### src/rtl/ccip_rd_arb_pkg.sv
// Shared constants, types and helpers for the CCI-P c0 read arbiter.
// Macro CCIP_RD_ARBITER_STATS_EN (in the top) enables statistics counters.
package ccip_rd_arb_pkg;

  localparam int CL_ADDR_W  = 42;
  localparam int MDATA_W    = 16;
  localparam int CL_DATA_W  = 512;
  localparam int OUTST_W    = 8;
  localparam int REQ_ID_W   = 4;

  // Wide enough for up to 16 requesters
  typedef logic [REQ_ID_W-1:0] t_req_id;

  // Index width for n requesters, never less than 1
  function automatic int clog2_req(input int n);
    int w;
    w = 1;
    while ((1 << w) < n) w++;
    return w;
  endfunction

endpackage

### src/rtl/rr_arbiter.sv
// Combinational rotate-priority picker: first eligible index at or after ptr.
// Ports: eligible (N), ptr (index) -> grant_valid, grant_idx.
module rr_arbiter
  import ccip_rd_arb_pkg::*;
#(
  parameter int N = 4
) (
  input  logic [N-1:0]               eligible,
  input  logic [clog2_req(N)-1:0]    ptr,
  output logic                       grant_valid,
  output logic [clog2_req(N)-1:0]    grant_idx
);

  localparam int IW = clog2_req(N);

  logic [2*N-1:0] dbl;
  logic [N-1:0]   rot;

  // Doubling the vector turns the wrap-around search into a plain shift
  assign dbl = {eligible, eligible};
  assign rot = N'(dbl >> ptr);

  // Walk from far to near so the nearest eligible index wins
  always_comb begin
    grant_valid = 1'b0;
    grant_idx   = '0;
    for (int k = N - 1; k >= 0; k--) begin
      if (rot[k]) begin
        grant_valid = 1'b1;
        grant_idx   = IW'((int'(ptr) + k) % N);
      end
    end
  end

endmodule

### src/rtl/ccip_rd_arbiter.sv
// Round-robin arbiter sharing the CCI-P c0 read channel among NUM_REQ
// requesters; tags mdata with the requester id, tracks per-requester
// outstanding reads and routes responses back.
// Ports: clk/rst; req_valid/req_addr/req_ready (requesters);
// c0_tx_* (request out); c0_rx_* (response in); rsp_valid/rsp_data;
// outstanding_any, err_sticky; stat_issued/stat_stall.
// Macro CCIP_RD_ARBITER_STATS_EN enables stat_issued/stat_stall counters.
module ccip_rd_arbiter
  import ccip_rd_arb_pkg::*;
#(
  parameter int NUM_REQ         = 4,
  parameter int MAX_OUTSTANDING = 16
) (
  input  logic                         clk,
  input  logic                         rst,
  input  logic [NUM_REQ-1:0]           req_valid,
  input  logic [NUM_REQ*CL_ADDR_W-1:0] req_addr,
  output logic [NUM_REQ-1:0]           req_ready,
  input  logic                         c0_tx_almfull,
  output logic                         c0_tx_valid,
  output logic [CL_ADDR_W-1:0]         c0_tx_addr,
  output logic [MDATA_W-1:0]           c0_tx_mdata,
  input  logic                         c0_rx_rd_valid,
  input  logic [MDATA_W-1:0]           c0_rx_mdata,
  input  logic [CL_DATA_W-1:0]         c0_rx_data,
  output logic [NUM_REQ-1:0]           rsp_valid,
  output logic [CL_DATA_W-1:0]         rsp_data,
  output logic                         outstanding_any,
  output logic                         err_sticky,
  output logic [31:0]                  stat_issued,
  output logic [31:0]                  stat_stall
);

  localparam int IW = clog2_req(NUM_REQ);
  localparam logic [OUTST_W-1:0] OUTST_MAX =
    OUTST_W'(MAX_OUTSTANDING);

  logic [IW-1:0]        rr_ptr;
  logic [OUTST_W-1:0]   outst [NUM_REQ];
  logic [NUM_REQ-1:0]   eligible;
  logic                 grant_valid;
  logic                 grant_fire;
  logic [IW-1:0]        grant_idx;
  logic [IW-1:0]        ptr_next;
  logic [NUM_REQ-1:0]   grant_oh;
  logic [CL_ADDR_W-1:0] grant_addr;
  t_req_id              rx_id;
  logic                 rx_hi_zero;
  logic                 rx_cnt_nz;
  logic                 rx_ok;
  logic [NUM_REQ-1:0]   rx_oh;
  logic                 any_nz;

  always_comb begin
    eligible = '0;
    any_nz   = 1'b0;
    for (int i = 0; i < NUM_REQ; i++) begin
      eligible[i] = req_valid[i] & (outst[i] < OUTST_MAX);
      any_nz      = any_nz | (outst[i] != '0);
    end
  end

  rr_arbiter #(
    .N(NUM_REQ)
  ) u_rr (
    .eligible    (eligible),
    .ptr         (rr_ptr),
    .grant_valid (grant_valid),
    .grant_idx   (grant_idx)
  );

  // No grants while held in reset so req_ready reads 0
  assign grant_fire = grant_valid & ~c0_tx_almfull & ~rst;

  always_comb begin
    grant_oh   = '0;
    grant_addr = '0;
    for (int i = 0; i < NUM_REQ; i++) begin
      if (grant_idx == IW'(i)) begin
        grant_oh[i] = grant_fire;
        grant_addr  = req_addr[i*CL_ADDR_W +: CL_ADDR_W];
      end
    end
  end

  assign req_ready = grant_oh;
  assign ptr_next  = (grant_idx == IW'(NUM_REQ - 1)) ?
                     '0 : grant_idx + 1'b1;

  // Response decode; rx_oh stays empty when the id is out of range
  assign rx_id      = t_req_id'(c0_rx_mdata[IW-1:0]);
  assign rx_hi_zero = (c0_rx_mdata[MDATA_W-1:IW] == '0);

  always_comb begin
    rx_oh     = '0;
    rx_cnt_nz = 1'b0;
    for (int i = 0; i < NUM_REQ; i++) begin
      if (rx_id == t_req_id'(i)) begin
        rx_oh[i]  = 1'b1;
        rx_cnt_nz = (outst[i] != '0);
      end
    end
  end

  assign rx_ok = c0_rx_rd_valid & rx_hi_zero & rx_cnt_nz;

  always_ff @(posedge clk or posedge rst) begin
    if (rst) begin
      rr_ptr          <= '0;
      c0_tx_valid     <= 1'b0;
      c0_tx_addr      <= '0;
      c0_tx_mdata     <= '0;
      rsp_valid       <= '0;
      rsp_data        <= '0;
      outstanding_any <= 1'b0;
      err_sticky      <= 1'b0;
      for (int i = 0; i < NUM_REQ; i++) begin
        outst[i] <= '0;
      end
    end else begin
      c0_tx_valid <= grant_fire;
      if (grant_fire) begin
        rr_ptr      <= ptr_next;
        c0_tx_addr  <= grant_addr;
        c0_tx_mdata <= MDATA_W'(grant_idx);
      end
      rsp_valid <= rx_ok ? rx_oh : '0;
      if (rx_ok) begin
        rsp_data <= c0_rx_data;
      end
      if (c0_rx_rd_valid && !rx_ok) begin
        err_sticky <= 1'b1;
      end
      outstanding_any <= any_nz;
      // Grant and response on the same requester cancel out
      for (int i = 0; i < NUM_REQ; i++) begin
        unique case ({grant_oh[i], rx_ok & rx_oh[i]})
          2'b10:   outst[i] <= outst[i] + 1'b1;
          2'b01:   outst[i] <= outst[i] - 1'b1;
          default: outst[i] <= outst[i];
        endcase
      end
    end
  end

`ifdef CCIP_RD_ARBITER_STATS_EN
  always_ff @(posedge clk or posedge rst) begin
    if (rst) begin
      stat_issued <= '0;
      stat_stall  <= '0;
    end else begin
      if (grant_fire) begin
        stat_issued <= stat_issued + 32'd1;
      end
      if (c0_tx_almfull && (|req_valid)) begin
        stat_stall <= stat_stall + 32'd1;
      end
    end
  end
`else
  assign stat_issued = '0;
  assign stat_stall  = '0;
`endif

endmodule

### config.mk
export PLATFORM = sky130hd
export DESIGN_NAME = ccip_rd_arbiter
export DESIGN_NICKNAME = d
export VERILOG_FILES = /design/src/rtl/ccip_rd_arb_pkg.sv /design/src/rtl/rr_arbiter.sv /design/src/rtl/ccip_rd_arbiter.sv
export SDC_FILE = /design/constraint.sdc
export NUM_CORES = 1
export LEC_CHECK = 0
export ABC_AREA = 1
export BUFFER_PORTS_ARGS = -buffer_cell sky130_fd_sc_hd__buf_2
export CORE_AREA = 2 2 526 528
export CTS_CLUSTER_SIZE = 8
export DETAILED_ROUTE_END_ITERATION = 10
export DIE_AREA = 0 0 528 530
export SKIP_LAST_GASP = 1
export SYNTH_ARGS = -nofsm -noshare
export SYNTH_HDL_FRONTEND = slang
export SYNTH_SLANG_ARGS = --single-unit
### constraint.sdc
create_clock -name clk -period 18.9 [get_ports clk]
set_clock_uncertainty 0.15 [all_clocks]
set_input_delay 0.945 -clock clk [delete_from_list [all_inputs] [get_ports clk]]
set_output_delay 0.945 -clock clk [all_outputs]
set_load 0.03 [all_outputs]
==> results.py, run 1 <==
metrics = {
    "min_path": {
        "worstHoldPathType": "in2reg",
    },
    "global_route": {
        "grt_pass1_wl_mm": 247,
        "antenna_found_initial": 155,
        "grt_pass1_vias": 24800,
        "overflow": 0,
        "grt_usage_pct": 13.6,
        "grt_max_degree": 141,
    },
    "worst_setup_path": {
        "endpoint_kind": "output pin",
        "cp_max_fo": 85,
        "start_kind": "flop",
        "cp.arrival_ns": 3.53,
        "worstPathCellList": "inv_1, nand4_1, nand3_1, nand2_1, nand2_1, nand2_1, nand2_1, nand2_1, ha_2, buf_4, inv_1, nor2_1, buf_2",
        "critPathKind": "reg2out",
        "critPathRequiredTime_ns": 17.81,
        "crit_buf_inv": 4,
        "crit_family": "buffers and inverters",
        "cp_slowest_cell": "buf_4",
        "crit_path_frequent_cell": "nand2_1",
        "max_stage_delay_ns": 0.58,
    },
    "yosys": {
        "synth_cell_types": 25,
        "synthCells": 3109,
        "synthTopCellsByArea": "dfrtp_1 58%, nand2_1 28%, buf_4 2.3%",
        "synth_simple_gate_area_share_pct": 29.8,
        "synth_compound_area_share_pct": 3.50,
        "yosys.area.top_type": "dfrtp_1",
        "ys_warn_count": 0,
        "synth_mux_area_share_pct": 0,
        "syn_area_per_cell_um2": 8.22,
        "synthXorXnorAreaFrac_pct": 0.583,
        "yosysTopAreaCellShare_pct": 58.5,
        "synth_top_family_by_area": "simple AND/OR/NAND/NOR gates",
        "yosysSeqAreaShare_pct": 58.5,
        "synthAdderAreaFrac_pct": 1.88,
        "syn-cell-area_mm2": 0.0256,
        "yosys_register_bits": 597,
    },
    "clock_tree": {
        "tritoncts": "yes",
        "cts.hold.buffers_added": 0,
        "cts_inserted_buffers": 96,
        "cts_setup_buffers": 0,
        "cts_root_buf": "clkbuf_16",
        "h-tree-depth": 3,
        "clock_sinks": 597,
        "cts_resized": 0,
        "clockBufferDepth": 4,
        "clock_latency_ns": 0.78,
        "clkSlewWorstSetupHoldPaths_ns": 0.06,
    },
    "finish": {
        "instances_no_fill": 8044,
        "nNetsFinal": 5089,
        "multiInputGateArea_mm2": 0.00945,
        "regArea_mm2": 0.0149,
        "layout-drive-gt1-share_pct": 32.6,
        "post-route-util_pct": 14.0,
        "fillers": 31700,
        "area_growth_pct": 51.1,
    },
    "floorplanning": {
        "die_area_mm2": 0.280,
        "start_util_pct": 9.30,
        "ios": 1349,
        "die_h_um": 530,
        "die_w_um": 528,
        "rows": 193,
        "coreArea_mm2": 0.275,
    },
    "timing": {
        "post-route-period-util_pct": 24.5,
        "rsz0062_at_grt": "false",
        "tightest_slew_ns": 1.06,
        "final_max_slew_viol_count": 0,
        "hold_viol": 0,
        "slew_headroom_pct": 29.4,
        "tns_ns": 0,
        "layout_min_cycle_time_ns": 4.63,
        "hold_ws_ns": 0.171,
        "fmax_mhz": 216,
        "setup_viol": 0,
    },
    "pwr": {
        "power.total_mw": 4.31,
        "switching_share_pct": 37.2,
        "p_int_mw": 2.71,
        "pwr-share-comb_pct": 29.1,
        "p_leak_nw": 22.2,
        "p_seq_share_pct": 32.5,
        "pwr-share-clk_pct": 38.3,
        "p_per_area_mw_per_mm2": 112,
        "vdd_drop_max_uv": 146,
        "p_switching_mw": 1.60,
    },
    "status": {
        "outcome": "finished clean",
    },
    "placed_design": {
        "dp_cells": 7858,
        "portBuffers": 1270,
        "place.gp.congestion": 0.943,
        "dp_hpwl_mm": 171,
    },
    "routing": {
        "postRouteAntennaNets": 0,
        "drtIter0Drc": 1399,
        "dr_total_vias": 25600,
        "route.detailed.drc": 0,
        "routedWlPerCell_um": 24.6,
        "drtPass1Iterations": 5,
        "vias_per_cell": 3.19,
        "drt_wl_total_mm": 198,
    },
    "flow_run": {
        "cap_violations": 0,
    },
}
final timing paths:
| check | cells after the start | end | from | slack, ns |
|---|---|---|---|---|
| min in group asynchronous | 2 | rr_ptr[0] | rst | 0.19 |
| worst min register to register | 2 | rsp_data[201] | rsp_data[201] | 0.31 |
| max in group asynchronous | 5 | rsp_data[251] | rst | 15.61 |
| worst max-delay path | 13 | req_ready[3] | rr_ptr[0] | 14.27 |
| worst max register to register | 12 | rsp_data[245] | outst[4] | 14.34 |
| worst min-delay path | 3 | rsp_data[42] | c0_rx_data[42] | 0.17 |
sequential cells by signal, summed over array words and instances, names as in the netlist:
name and cells:
rr_ptr 2, outst 32, rsp_valid 4, c0_tx_addr 42, c0_tx_valid 1, rsp_data 512, outstanding_any 1, err_sticky 1
c0_tx_mdata 2
cells by family (layout without fill, tap and decap cells):
group,Yosys count,after routing
AO/OA/AOI/OAI,178,178
XOR/XNOR,17,17
adder cells (fa/ha/maj),36,36
buffers and inverters,280,1476
flip-flops,597,597
other,1,133
AND/OR/NAND/NOR,2000,2000
placed cells by master, fill, tap and decap left out, drive strengths merged:
| cell type | instances |
|---|---|
| inv | 47 |
| nor2 | 42 |
| a21oi | 70 |
| o21bai | 1 |
| o21ai | 107 |
| diode | 55 |
| fa | 4 |
| buf | 1298 |
| nand3 | 45 |
| xor2 | 12 |
| xnor2 | 5 |
| nand2 | 1891 |
| or2 | 5 |
| clkbuf | 116 |
| conb | 78 |
| dfrtp | 597 |
| nor4 | 2 |
| nor3 | 4 |
| bufinv | 5 |
| ha | 32 |
| nand4 | 11 |
| clkinv | 10 |
synthesized netlist by cell type, drive strengths merged:
library cell,n
nand2,1891
inv,46
o21bai,1
clkbuf,54
xnor2,5
nand4,11
ha,32
nor2,42
conb,1
nand3,45
a21oi,70
nor4,2
buf,179
or2,5
o21ai,107
xor2,12
fa,4
nor3,4
clkinv,1
dfrtp,597
power groups by stage:
| stage | sequential [mW] | clock (mW) | combinational [mW] |
|---|---|---|---|
| 4_1_cts | 1.40 | 1.73 | 1.27 |
| 2_1_floorplan | 1.50 | 0 | 0.715 |
| 3_3_place_gp | 1.42 | 0 | 1.27 |
| 6_report | 1.40 | 1.65 | 1.26 |
| 3_5_place_dp | 1.42 | 0 | 1.28 |
| 5_1_grt | 1.41 | 1.77 | 1.41 |
area by class of cell:
| class | instances | area share [%] |
|---|---|---|
| sequential | 597 | 38.7 |
| multi-input combinational | 2309 | 24.5 |
| timing repair buffer | 1298 | 17.0 |
| tap | 3607 | 11.7 |
| clock buffer | 116 | 6.49 |
| clock inverter | 15 | 0.742 |
| inverter | 47 | 0.496 |
| antenna | 55 | 0.356 |
tightest hold or removal path, delay by kind of cell:
| kind | cells | cell delay (ns) |
|---|---|---|
| buffers and inverters | 1 | 0.08 |
| and+or+nand+nor | 2 | 0.09 |
through the flow:
step | setup slack, ns | area, µm²
finish | 14.27 | 38600
global route | 13.87 | 38600
CTS | 14.15 | 38500
detailed placement | 13.87 | 35700
global placement | 13.87 | 35700
floorplan | 1.10 | 25800
metal layers:
| layer | track usage [%] | share of wire (%) |
|---|---|---|
| met5 | 0 | 0.075 |
| met4 | 5.72 | 4.6 |
| met3 | 11.5 | 19 |
| met2 | 20.1 | 42 |
| met1 | 13.6 | 35 |
Note: power is estimated with default switching activity, not from simulation.
==> inputs of run 2 (changes only) <==
- ABC_AREA: 1 -> 0
- CORE_AREA: 2 2 526 528 -> 2 2 530 532
- DIE_AREA: 0 0 528 530 -> 0 0 532 534
- clock period: 18.9 -> 4 ns (I/O delays scaled with it)
==> run 2 against run 1 <==
  * Die area is 1.5% higher
  * Worst setup slack worse by 14 ns
  * Via count decreased by 0.78%
==> results.py, run 2 <==
metrics = {
    "timing": {
        "fmax_mhz": 261,
        "setup_viol": 0,
        "hold_viol": 0,
        "post-route-period-util_pct": 95.9,
        "tightest_slew_ns": 1.05,
        "final_max_slew_viol_count": 0,
        "layout_min_cycle_time_ns": 3.84,
        "tns_ns": 0,
        "slew_headroom_pct": 30.2,
        "hold_ws_ns": 0.0679,
    },
    "routing": {
        "vias_per_cell": 3.19,
        "highest_layer": "met5",
        "drt_wl_total_mm": 217,
        "drtIter0Drc": 1120,
        "wl_met3_mm": 41.1,
        "route.detailed.drc": 0,
        "m1WireLength_mm": 80.4,
        "routedWlPerCell_um": 27.2,
        "postRouteAntennaNets": 0,
        "drtPass1Iterations": 5,
        "dr_total_vias": 25400,
        "dr_wl_met2_mm": 85.4,
    },
    "worst_setup_path": {
        "critPathRequiredTime_ns": 4.53,
        "cp.arrival_ns": 4.37,
        "r2r-start": "outst[6]",
        "start_kind": "input port",
        "endpoint_kind": "flop",
        "ff2ff_path_depth": 14,
        "reg2reg_to": "c0_tx_addr[29]",
        "cp_max_fo": 11,
        "critPathKind": "in2reg",
        "reg2reg_setup_slack_ns": 0.18,
    },
    "placed_design": {
        "dp_cells": 6779,
        "portBuffers": 1270,
        "place.gp.congestion": 0.892,
        "dp_hpwl_mm": 184,
    },
    "yosys": {
        "syn_area_per_cell_um2": 14.2,
        "yosysTopAreaCellShare_pct": 57.7,
        "yosysSeqAreaShare_pct": 57.7,
        "ys_warn_count": 0,
        "synth_edf_count": 0,
        "synthCells": 1826,
        "yosysMostFrequentCell": "dfrtp_1",
        "yosys_register_bits": 597,
        "syn-cell-area_mm2": 0.0259,
        "async_flop_share_pct": 100,
        "yosys.area.top_type": "dfrtp_1",
        "synthTopCellsByArea": "dfrtp_1 58%, mux2_1 16%, mux2_4 5.8%",
        "synth_flop_cell": "dfrtp_1",
        "synth_cell_types": 56,
        "netlist_top_cells_count": "597 x dfrtp_1, 369 x mux2_1, 100 x mux2_4",
    },
    "clock_tree": {
        "h-tree-depth": 3,
        "tritoncts": "yes",
        "clockBufferDepth": 4,
        "cts_root_buf": "clkbuf_16",
        "clock_latency_ns": 0.80,
        "cts_inserted_buffers": 97,
        "clkSlewWorstSetupHoldPaths_ns": 0.06,
        "clock_sinks": 597,
    },
    "finish": {
        "final_common_cell": "buf_2",
        "instances_no_fill": 7971,
        "regArea_mm2": 0.0149,
        "nNetsFinal": 4882,
        "multiInputGateArea_mm2": 0.00990,
        "largest_reg_flops": 512,
        "fillers": 30500,
        "area_growth_pct": 91.1,
        "top_register": "rsp_data",
        "layout_common_cells": "1270 x buf_2, 987 x dlygate4sd3_1, 597 x dfrtp_1",
        "layout-drive-gt1-share_pct": 38.8,
        "largest_registers": "rsp_data x512, c0_tx_addr x42, outst x32",
    },
    "pwr": {
        "p_leak_nw": 25.3,
        "p_per_area_mw_per_mm2": 379,
        "vdd_drop_max_uv": 306,
        "power.total_mw": 18.7,
    },
    "global_route": {
        "grt_max_degree": 111,
        "grt_pass1_vias": 27400,
        "grt_usage_pct": 14.8,
        "antenna_found_initial": 171,
        "overflow": 0,
        "grt_pass1_wl_mm": 275,
    },
    "floorplanning": {
        "die_w_um": 532,
        "rows": 194,
        "ios": 1349,
        "die_h_um": 534,
        "coreArea_mm2": 0.278,
        "start_util_pct": 9.30,
        "die_area_mm2": 0.284,
    },
    "flow_run": {
        "cap_violations": 0,
    },
    "status": {
        "outcome": "finished clean",
    },
    "min_path": {
        "worstHoldEndpoint": "rsp_data[27]",
        "holdPathStages": 3,
        "min_from": "c0_rx_data[27]",
        "worstHoldPathType": "in2reg",
    },
}
## run 2: cell types whose count changed after synthesis, sizes merged, moves of 26 or more
cell / delta
a21oi: +26
a221oi: +43
buf: -34
mux2: +517
nand2: -1856
nand3: -39
nor2b: +45
nor3: +39
o21ai: -74
## run 2: per-stage QoR
step / instance area (µm²) / setup WS, ns / util, %
after floorplan: 26200 / -4.49 / -
after global placement: 36600 / 0.0403 / 13.1
after detailed placement: 36600 / -0.137 / 13.1
after CTS: 49200 / 0.0133 / 17.7
after global routing: 49400 / -0.00777 / 17.8
final: 49500 / 0.164 / 17.8
## run 2: kinds of logic (layout without fill, tap and decap cells)
kind of cell               after synthesis  in the layout  synth area share [%]
DFF                                    597            597                  57.7
muxes                                  518            518                  24.0
other                                    1            150                0.0145
and+or+nand+nor                        228            228                  4.59
adders and majority gates               36             36                  1.86
buffers and inverters                  200           2472                  5.61
xor gates and xnor gates                20             20                 0.677
AOI/OAI and AO/OA                      226            226                  5.59
## run 2: report_power, final
| part | internal (mW) | switching (mW) |
|---|---|---|
| clock network | 4.61 | 3.27 |
| registers | 6.30 | 0.300 |
| logic | 1.74 | 2.53 |
| total | 12.7 | 6.09 |
## run 2: layer usage
layer	vias up	global-route usage [%]
met5	-	0
met4	16	5.46
met3	446	12.6
met2	1546	20.9
met1	12300	16.0
li1	11100	-
## run 2: critical path, stage by stage
cell and delay [ns]:
dlygate4sd3_1 0.54, buf_2 0.12, nor4_1 0.16, dlygate4sd3_1 0.59, nand4_1 0.12, buf_4 0.21, or2_1 0.26, nor3b_1 0.36
ha_2 0.43, ha_1 0.30, a211oi_1 0.24, o21bai_1 0.17, o311ai_1 0.36, o211ai_1 0.16, o32ai_1 0.14
## run 2: worst max path at each step
stage,from,end,depth (start not counted)
after floorplan,rst,c0_tx_addr[0],1
after detailed placement,outst[4],outst[15],14
after CTS,outst[4],outst[31],14
after global routing,outst[5],c0_tx_addr[29],14
after global placement,outst[4],outst[31],14
final,c0_rx_mdata[6],outst[15],15
## run 2: final cells by class
| class | count | share of cell area (%) |
|---|---|---|
| repair buffers | 2319 | 34.2 |
| clock buffers | 116 | 5.13 |
| diodes | 72 | 0.364 |
| clock inverters | 16 | 0.486 |
| flip-flops and latches | 597 | 30.2 |
| well taps | 3724 | 9.42 |
| inverters | 21 | 0.167 |
| multi-input cells | 1106 | 20.0 |
## run 2: repair_timing
action | 4_1_cts | 5_1_grt
resized for setup | 3 | 15
setup buffers | 0 | 1
pin swaps | 0 | 1
hold endpoints to repair | 756 | 0
setup endpoints to repair | 6 | 15
hold buffers | 987 | 0
